===== src/rtl/cpu_pkg.sv =====
// Shared CPU types and constants for instruction fetch.
// The fetch unit's optional range check is enabled by INST_FETCH_RANGE_CHECK_EN.
package cpu_pkg;

    localparam logic [31:0] RESET_PC_DEFAULT = 32'h0000_0000;
    localparam logic [31:0] NOP_INST         = 32'h0000_0000;

    typedef enum logic [1:0] {
        IDLE,
        FETCH,
        HOLD
    } fetch_state_e;

    typedef struct packed {
        logic [31:0] pc;
        logic [31:0] inst;
    } if_id_bus_t;

endpackage


===== src/rtl/inst_fetch_if.sv =====
// ROM, redirect and fetch-to-decode signals of the fetch unit.
// fetch_err only exists when INST_FETCH_RANGE_CHECK_EN is defined.
interface inst_fetch_if #(
    parameter int unsigned ADDR_W = 5
) ();

    logic              fetch_en;
    logic [ADDR_W-1:0] inst_addr;
    logic [31:0]       inst;
    logic              jbr_valid;
    logic [31:0]       jbr_target;
    logic              if_valid;
    logic              id_ready;
    logic [31:0]       if_pc;
    logic [31:0]       if_inst;
`ifdef INST_FETCH_RANGE_CHECK_EN
    logic              fetch_err;

    modport master (
        input  fetch_en, inst, jbr_valid, jbr_target, id_ready,
        output inst_addr, if_valid, if_pc, if_inst, fetch_err
    );

    modport slave (
        output fetch_en, inst, jbr_valid, jbr_target, id_ready,
        input  inst_addr, if_valid, if_pc, if_inst, fetch_err
    );
`else
    modport master (
        input  fetch_en, inst, jbr_valid, jbr_target, id_ready,
        output inst_addr, if_valid, if_pc, if_inst
    );

    modport slave (
        output fetch_en, inst, jbr_valid, jbr_target, id_ready,
        input  inst_addr, if_valid, if_pc, if_inst
    );
`endif

endinterface


===== src/rtl/pc_reg.sv =====
// Program counter: redirect load beats +4 increment beats hold.
module pc_reg #(
    parameter logic [31:0] RESET_PC = 32'h0000_0000
) (
    input  logic        clk,
    input  logic        reset,
    input  logic        i_load,
    input  logic [31:0] i_target,
    input  logic        i_inc,
    output logic [31:0] o_pc
);

    logic [31:0] r_pc;

    always_ff @(posedge clk) begin
        if (reset) begin
            r_pc <= RESET_PC;
        end else if (i_load) begin
            r_pc <= i_target;
        end else if (i_inc) begin
            r_pc <= r_pc + 32'd4;
        end
    end

    assign o_pc = r_pc;

endmodule


===== src/rtl/inst_fetch.sv =====
// Instruction fetch initiator: drives the ROM address, waits ROM_LAT cycles, holds {pc, inst}
// for decode. Optional out-of-range NOP substitution under INST_FETCH_RANGE_CHECK_EN.
module inst_fetch
    import cpu_pkg::*;
#(
    parameter logic [31:0] RESET_PC  = RESET_PC_DEFAULT,
    parameter int unsigned ADDR_W    = 5,
    parameter int unsigned ROM_DEPTH = 20,
    parameter int unsigned ROM_LAT   = 0
) (
    input logic         clk,
    input logic         reset,
    inst_fetch_if.master fetch_bus
);

    localparam logic [2:0] LAT = 3'(ROM_LAT);

    if (RESET_PC[1:0] != 2'b00) begin : g_bad_reset_pc
        $error("RESET_PC must be word aligned");
    end
    if (ROM_LAT > 7) begin : g_bad_rom_lat
        $error("ROM_LAT must be in 0..7");
    end
    if (ROM_DEPTH > (32'd1 << ADDR_W)) begin : g_bad_rom_depth
        $error("ROM_DEPTH exceeds the addressable ROM words");
    end

    fetch_state_e      r_state, w_state_d;
    logic [2:0]        r_cnt, w_cnt_d;
    logic              r_if_valid, w_if_valid_d;
    if_id_bus_t        r_if, w_if_d;
    logic [31:0]       w_pc;
    logic [31:0]       w_target;
    logic              w_pc_inc;
    logic [ADDR_W-1:0] w_addr;
    logic [31:0]       w_inst_cap;

    assign w_addr   = w_pc[ADDR_W+1:2];
    assign w_target = fetch_bus.jbr_target & 32'hFFFF_FFFC;
    // pc_reg gives the redirect priority, so a same-cycle redirect suppresses this increment.
    assign w_pc_inc = (r_state == HOLD) && fetch_bus.id_ready;

    pc_reg #(
        .RESET_PC (RESET_PC)
    ) u_pc_reg (
        .clk      (clk),
        .reset    (reset),
        .i_load   (fetch_bus.jbr_valid),
        .i_target (w_target),
        .i_inc    (w_pc_inc),
        .o_pc     (w_pc)
    );

`ifdef INST_FETCH_RANGE_CHECK_EN
    logic w_out_of_range;
    logic r_fetch_err, w_fetch_err_d;

    assign w_out_of_range = ({{(32-ADDR_W){1'b0}}, w_addr} >= ROM_DEPTH);
    assign w_inst_cap     = w_out_of_range ? NOP_INST : fetch_bus.inst;
`else
    assign w_inst_cap = fetch_bus.inst;
`endif

    always_comb begin
        w_state_d    = r_state;
        w_cnt_d      = r_cnt;
        w_if_valid_d = r_if_valid;
        w_if_d       = r_if;
`ifdef INST_FETCH_RANGE_CHECK_EN
        w_fetch_err_d = r_fetch_err;
`endif
        unique case (r_state)
            IDLE: begin
                if (fetch_bus.fetch_en) begin
                    w_state_d = FETCH;
                    w_cnt_d   = '0;
                end
            end
            FETCH: begin
                if (fetch_bus.jbr_valid) begin
                    w_cnt_d = '0;
                end else if (r_cnt == LAT) begin
                    w_if_d.pc    = w_pc;
                    w_if_d.inst  = w_inst_cap;
                    w_if_valid_d = 1'b1;
                    w_state_d    = HOLD;
`ifdef INST_FETCH_RANGE_CHECK_EN
                    w_fetch_err_d = w_out_of_range;
`endif
                end else begin
                    w_cnt_d = r_cnt + 3'd1;
                end
            end
            HOLD: begin
                if (fetch_bus.jbr_valid || fetch_bus.id_ready) begin
                    w_if_valid_d = 1'b0;
                    w_cnt_d      = '0;
                    w_state_d    = fetch_bus.fetch_en ? FETCH : IDLE;
`ifdef INST_FETCH_RANGE_CHECK_EN
                    w_fetch_err_d = 1'b0;
`endif
                end
            end
            default: w_state_d = IDLE;
        endcase
    end

    always_ff @(posedge clk) begin
        if (reset) begin
            r_state    <= IDLE;
            r_cnt      <= '0;
            r_if_valid <= 1'b0;
            r_if       <= '0;
        end else begin
            r_state    <= w_state_d;
            r_cnt      <= w_cnt_d;
            r_if_valid <= w_if_valid_d;
            r_if       <= w_if_d;
        end
    end

`ifdef INST_FETCH_RANGE_CHECK_EN
    always_ff @(posedge clk) begin
        if (reset) begin
            r_fetch_err <= 1'b0;
        end else begin
            r_fetch_err <= w_fetch_err_d;
        end
    end

    assign fetch_bus.fetch_err = r_fetch_err;
`endif

    assign fetch_bus.inst_addr = w_addr;
    assign fetch_bus.if_valid  = r_if_valid;
    assign fetch_bus.if_pc     = r_if.pc;
    assign fetch_bus.if_inst   = r_if.inst;

endmodule


===== src/flat_wrapper.sv =====
// flat-port wrapper written by rule: the top's interface ports become plain ports
module inst_fetch_flat import cpu_pkg::*;
#(
    parameter logic [31:0] RESET_PC  = RESET_PC_DEFAULT,
    parameter int unsigned ADDR_W    = 5,
    parameter int unsigned ROM_DEPTH = 20,
    parameter int unsigned ROM_LAT   = 0
)
  (clk, reset, fetch_bus_fetch_en, fetch_bus_inst, fetch_bus_jbr_valid, fetch_bus_jbr_target, fetch_bus_id_ready, fetch_bus_inst_addr, fetch_bus_if_valid, fetch_bus_if_pc, fetch_bus_if_inst);
  inst_fetch_if #(.ADDR_W(ADDR_W)) fetch_bus_i ();
  input logic clk;
  input logic reset;
  input wire logic [$bits(fetch_bus_i.fetch_en)-1:0] fetch_bus_fetch_en;
  input wire logic [$bits(fetch_bus_i.inst)-1:0] fetch_bus_inst;
  input wire logic [$bits(fetch_bus_i.jbr_valid)-1:0] fetch_bus_jbr_valid;
  input wire logic [$bits(fetch_bus_i.jbr_target)-1:0] fetch_bus_jbr_target;
  input wire logic [$bits(fetch_bus_i.id_ready)-1:0] fetch_bus_id_ready;
  output wire logic [$bits(fetch_bus_i.inst_addr)-1:0] fetch_bus_inst_addr;
  output wire logic [$bits(fetch_bus_i.if_valid)-1:0] fetch_bus_if_valid;
  output wire logic [$bits(fetch_bus_i.if_pc)-1:0] fetch_bus_if_pc;
  output wire logic [$bits(fetch_bus_i.if_inst)-1:0] fetch_bus_if_inst;
  assign fetch_bus_i.fetch_en = fetch_bus_fetch_en;
  assign fetch_bus_i.inst = fetch_bus_inst;
  assign fetch_bus_i.jbr_valid = fetch_bus_jbr_valid;
  assign fetch_bus_i.jbr_target = fetch_bus_jbr_target;
  assign fetch_bus_i.id_ready = fetch_bus_id_ready;
  assign fetch_bus_inst_addr = fetch_bus_i.inst_addr;
  assign fetch_bus_if_valid = fetch_bus_i.if_valid;
  assign fetch_bus_if_pc = fetch_bus_i.if_pc;
  assign fetch_bus_if_inst = fetch_bus_i.if_inst;
  inst_fetch #(.RESET_PC(RESET_PC), .ADDR_W(ADDR_W), .ROM_DEPTH(ROM_DEPTH), .ROM_LAT(ROM_LAT)) u_core (.clk(clk), .reset(reset), .fetch_bus(fetch_bus_i));
endmodule

===== config.mk =====
export PLATFORM = sky130hd
export DESIGN_NAME = inst_fetch_flat
export DESIGN_NICKNAME = d
export VERILOG_FILES = /design/src/rtl/cpu_pkg.sv /design/src/rtl/inst_fetch_if.sv /design/src/rtl/pc_reg.sv /design/src/rtl/inst_fetch.sv /design/src/flat_wrapper.sv
export SDC_FILE = /design/constraint.sdc
export NUM_CORES = 1
export LEC_CHECK = 0
export ABC_AREA = 0
export CORE_AREA = 5 5 100 102
export CTS_CLUSTER_DIAMETER = 80
export DETAILED_ROUTE_END_ITERATION = 8
export DIE_AREA = 0 0 105 107
export PLACE_DENSITY = 0.94
export RECOVER_POWER = 25
export SLEW_MARGIN = 0
export SYNTH_ARGS = -nofsm -noshare
export SYNTH_HDL_FRONTEND = slang
export SYNTH_SLANG_ARGS = --single-unit
export TNS_END_PERCENT = 20

===== constraint.sdc =====
create_clock -name clk -period 2.97 [get_ports clk]
set_input_delay 0.297 -clock clk [delete_from_list [all_inputs] [get_ports clk]]
set_output_delay 0.297 -clock clk [all_outputs]
set_load 0.01 [all_outputs]

==> flow_summary.yaml <==
clock_tree:
  cts.sinks: 98
  cts.path.max_buffers: 2
  cts_buffers: 9
  hold_buffers: 0
  post_cts_resize_count: 0
  cts_tree: "done"
  htree_levels: 3
  clk_latency_ns: 0.36
  clockRootBuffer: "clkbuf_8"
  clk_pin_slew_ns: 0.10
  postCtsSetupRepairBufs: 0
floorplan:
  die_h_um: 107
  io_pins: 139
  chipWidth_um: 105
  dieArea_mm2: 0.01124
  std_cell_rows: 35
  core_mm2: 0.009021
  start_util_pct: 48.09
global_routing:
  grt_pass1_vias: 4104
  grt_usage_pct: 21.26
  grt_antenna_before_repair: 0
  overflow: 0
  grt_max_degree: 47
  grt_pass1_wl_mm: 19.79
worst_setup_path:
  cp_data_arrival_time_ns: 2.51
  critPathKind: "flip-flop to flip-flop"
  critPathRequiredTime_ns: 3.26
  slowest_delay_ns: 0.51
  worst_setup_path_end_kind: "flip-flop"
  cp_cell_sequence: "ha_1 -> nand4_1 -> nor3_4 -> nand2_1 -> or4_1 -> o221ai_1"
  critPathMaxFanout: 8
  startpoint_type: "flip-flop"
  critPathSlowestCell: "or4_1"
synthesis:
  synth_xor_xnor_area_share_pct: 3.029
  synth-async-reset-ratio_pct: 0
  syn-cell-area_mm2: 0.004338
  postSynthCellCount: 547
  syn_area_per_cell_um2: 7.930
  yosysSeqAreaShare_pct: 45.23
  synth-simple-area-share_pct: 27.81
  synth_top_family_by_area: "simple AND/OR/NAND/NOR gates"
  synth_edf_count: 0
  synth_compound_area_share_pct: 17.22
  synthMuxAreaShare_pct: 0
  ys_ff_latch: 98
  ys_types: 58
  synthAdderAreaFrac_pct: 0.8653
  yosysWarnings: 0
  ys.flop_type: "dfxtp_1"
timing:
  drv_slew: 0
  period_share_pct: 74.82
  fin_crit_ns: 2.222
  hold_slack_ns: 0.4542
  fin_skew_ns: 0.01454
  setup_viol: 0
  slew_headroom_pct: 46.26
  fmax_ghz: 0.4500
  tightest_slew_ns: 0.8031
  fin_tns_setup_ns: 0
  rsz0062_at_grt: "no"
  hold_viol: 0
place:
  hpwl_mm: 8.997
  gp_congestion: 0.8619
  dpl.cell_count: 754
  io_buffers: 134
drt:
  vias: 4280
  drt_iter0_drc: 371
  ant_nets: 0
  viasPerCell: 5.558
  wl_per_cell_um: 15.76
  route.detailed.drc: 0
  first_pass_iters: 5
  totalWireLength_mm: 12.14
final_layout:
  drive_above_1_share_pct: 5.918
  final_net_count: 726
  syn2layout_area_growth_pct: 35.79
  final_util_pct: 65.30
  fin_cells: 770
  diodes: 0
pwr:
  p_leak_nw: 2.155
  irDropWorstVdd_uv: 205.9
  p_per_area_mw_per_mm2: 455.3
outcome:
  status: "finished, final reports clean"
job:
  drv_cap: 0
hold_path:
  min_path_type: "flip-flop to flip-flop"
[logic make-up (layout without fill, tap and decap cells)]
kind of cell,count (synthesis),in the layout
flip-flops,98,98
adder cells (fa/ha/maj),3,3
AO/OA/AOI/OAI,125,125
other,1,2
XOR/XNOR,15,15
AND/OR/NAND/NOR,249,249
buffers and inverters,56,167
[stage by stage]
step	instance area (um2)	worst slack, ns	power (mW)
6_report	5891	0.7480	2.682
5_1_grt	5891	0.5862	2.784
4_1_cts	5891	0.7783	2.701
3_5_place_dp	5685	0.4024	1.837
3_3_place_gp	5685	0.4668	1.822
2_1_floorplan	4342	1.107	1.637
[worst max-delay path: cells and delay by family, from the launching register on]
| kind | cells | cell delay [ns] |
|---|---|---|
| DFF | 1 | 0.48 |
| and+or+nand+nor | 4 | 1.22 |
| adders and majority gates | 1 | 0.28 |
| AOI/OAI and AO/OA | 1 | 0.18 |
[state kept, by name (all words and copies together) (netlist names)]
name	cells
u_core.u_pc_reg.o_pc	30
u_core.fetch_bus.if_inst	32
u_core.fetch_bus.if_valid	1
u_core.fetch_bus.if_pc	30
u_core.r_cnt	3
u_core.r_state	2
[cells in the final DEF, fill, tap and decap left out, drive strengths merged, types with 7 or more instances in the layout]
cell	netlist	final
nor2	29	29
buf	18	8
nand3	15	15
a21oi	78	78
and2	7	7
a211oi	12	12
nor3	11	11
xor2	10	10
inv	10	10
clkdlybuf4s50	0	93
nand4	11	11
clkbuf	28	11
dfxtp	98	98
nand2	148	148
dlygate4sd3	0	40
[path summary, 6_finish.rpt]
path                                              from                                        end  slack (ns)  cells after the start
min reg2reg  u_core.fetch_bus.if_inst[17]$_SDFFE_PP0P_  u_core.fetch_bus.if_inst[17]$_SDFFE_PP0P_        0.45                      2
min          u_core.fetch_bus.if_inst[17]$_SDFFE_PP0P_  u_core.fetch_bus.if_inst[17]$_SDFFE_PP0P_        0.45                      2
max               u_core.u_pc_reg.o_pc[2]$_SDFFE_PP0P_      u_core.u_pc_reg.o_pc[30]$_SDFFE_PP0P_        0.75                      6
max reg2reg       u_core.u_pc_reg.o_pc[2]$_SDFFE_PP0P_      u_core.u_pc_reg.o_pc[30]$_SDFFE_PP0P_        0.75                      6
[per-layer routing]
layer | up-vias | track usage (%) | wire [um]
li1 | 2073 | - | -
met1 | 1978 | 25.24 | 4880
met2 | 198 | 36.38 | 5924
met3 | 31 | 5.298 | 943
met4 | 0 | 9.132 | 388
met5 | - | 0 | 0
[Yosys cell counts (3+ instances only)]
master	count	area, um2
nand2_1	148	555.5
dfxtp_1	98	1962
a21oi_1	78	390.4
nor2_1	29	108.9
clkbuf_1	27	101.4
a211oi_1	12	90.09
nand3_1	12	60.06
nand4_1	11	68.82
buf_2	10	50.05
inv_1	10	37.54
xor2_1	10	87.58
nor3_1	9	45.04
buf_4	7	52.55
a31oi_1	5	31.28
and2_1	5	31.28
o21a_1	5	37.54
xnor2_1	5	43.79
a311oi_1	4	35.03
and3_1	4	25.02
o21ai_0	4	20.02
and4_1	3	26.28
ha_1	3	37.54
[where the power goes]
part           leakage [nW]  switching [mW]  internal [mW]
clock                0.0997           0.463          0.417
combinational          1.25           0.172          0.195
sequential            0.800          0.0627           1.37
[final cells by class]
| cell class | count | area [um2] |
|---|---|---|
| clock buffers | 11 | 141.4 |
| repair buffers | 141 | 1414 |
| fillers | 745 | 3131 |
| flip-flops and latches | 98 | 1962 |
| multi-input cells | 394 | 2133 |
| clock inverters | 5 | 63.81 |
| inverters | 10 | 37.54 |
| well taps | 111 | 138.9 |
Note: power is estimated with default switching activity, not from simulation.
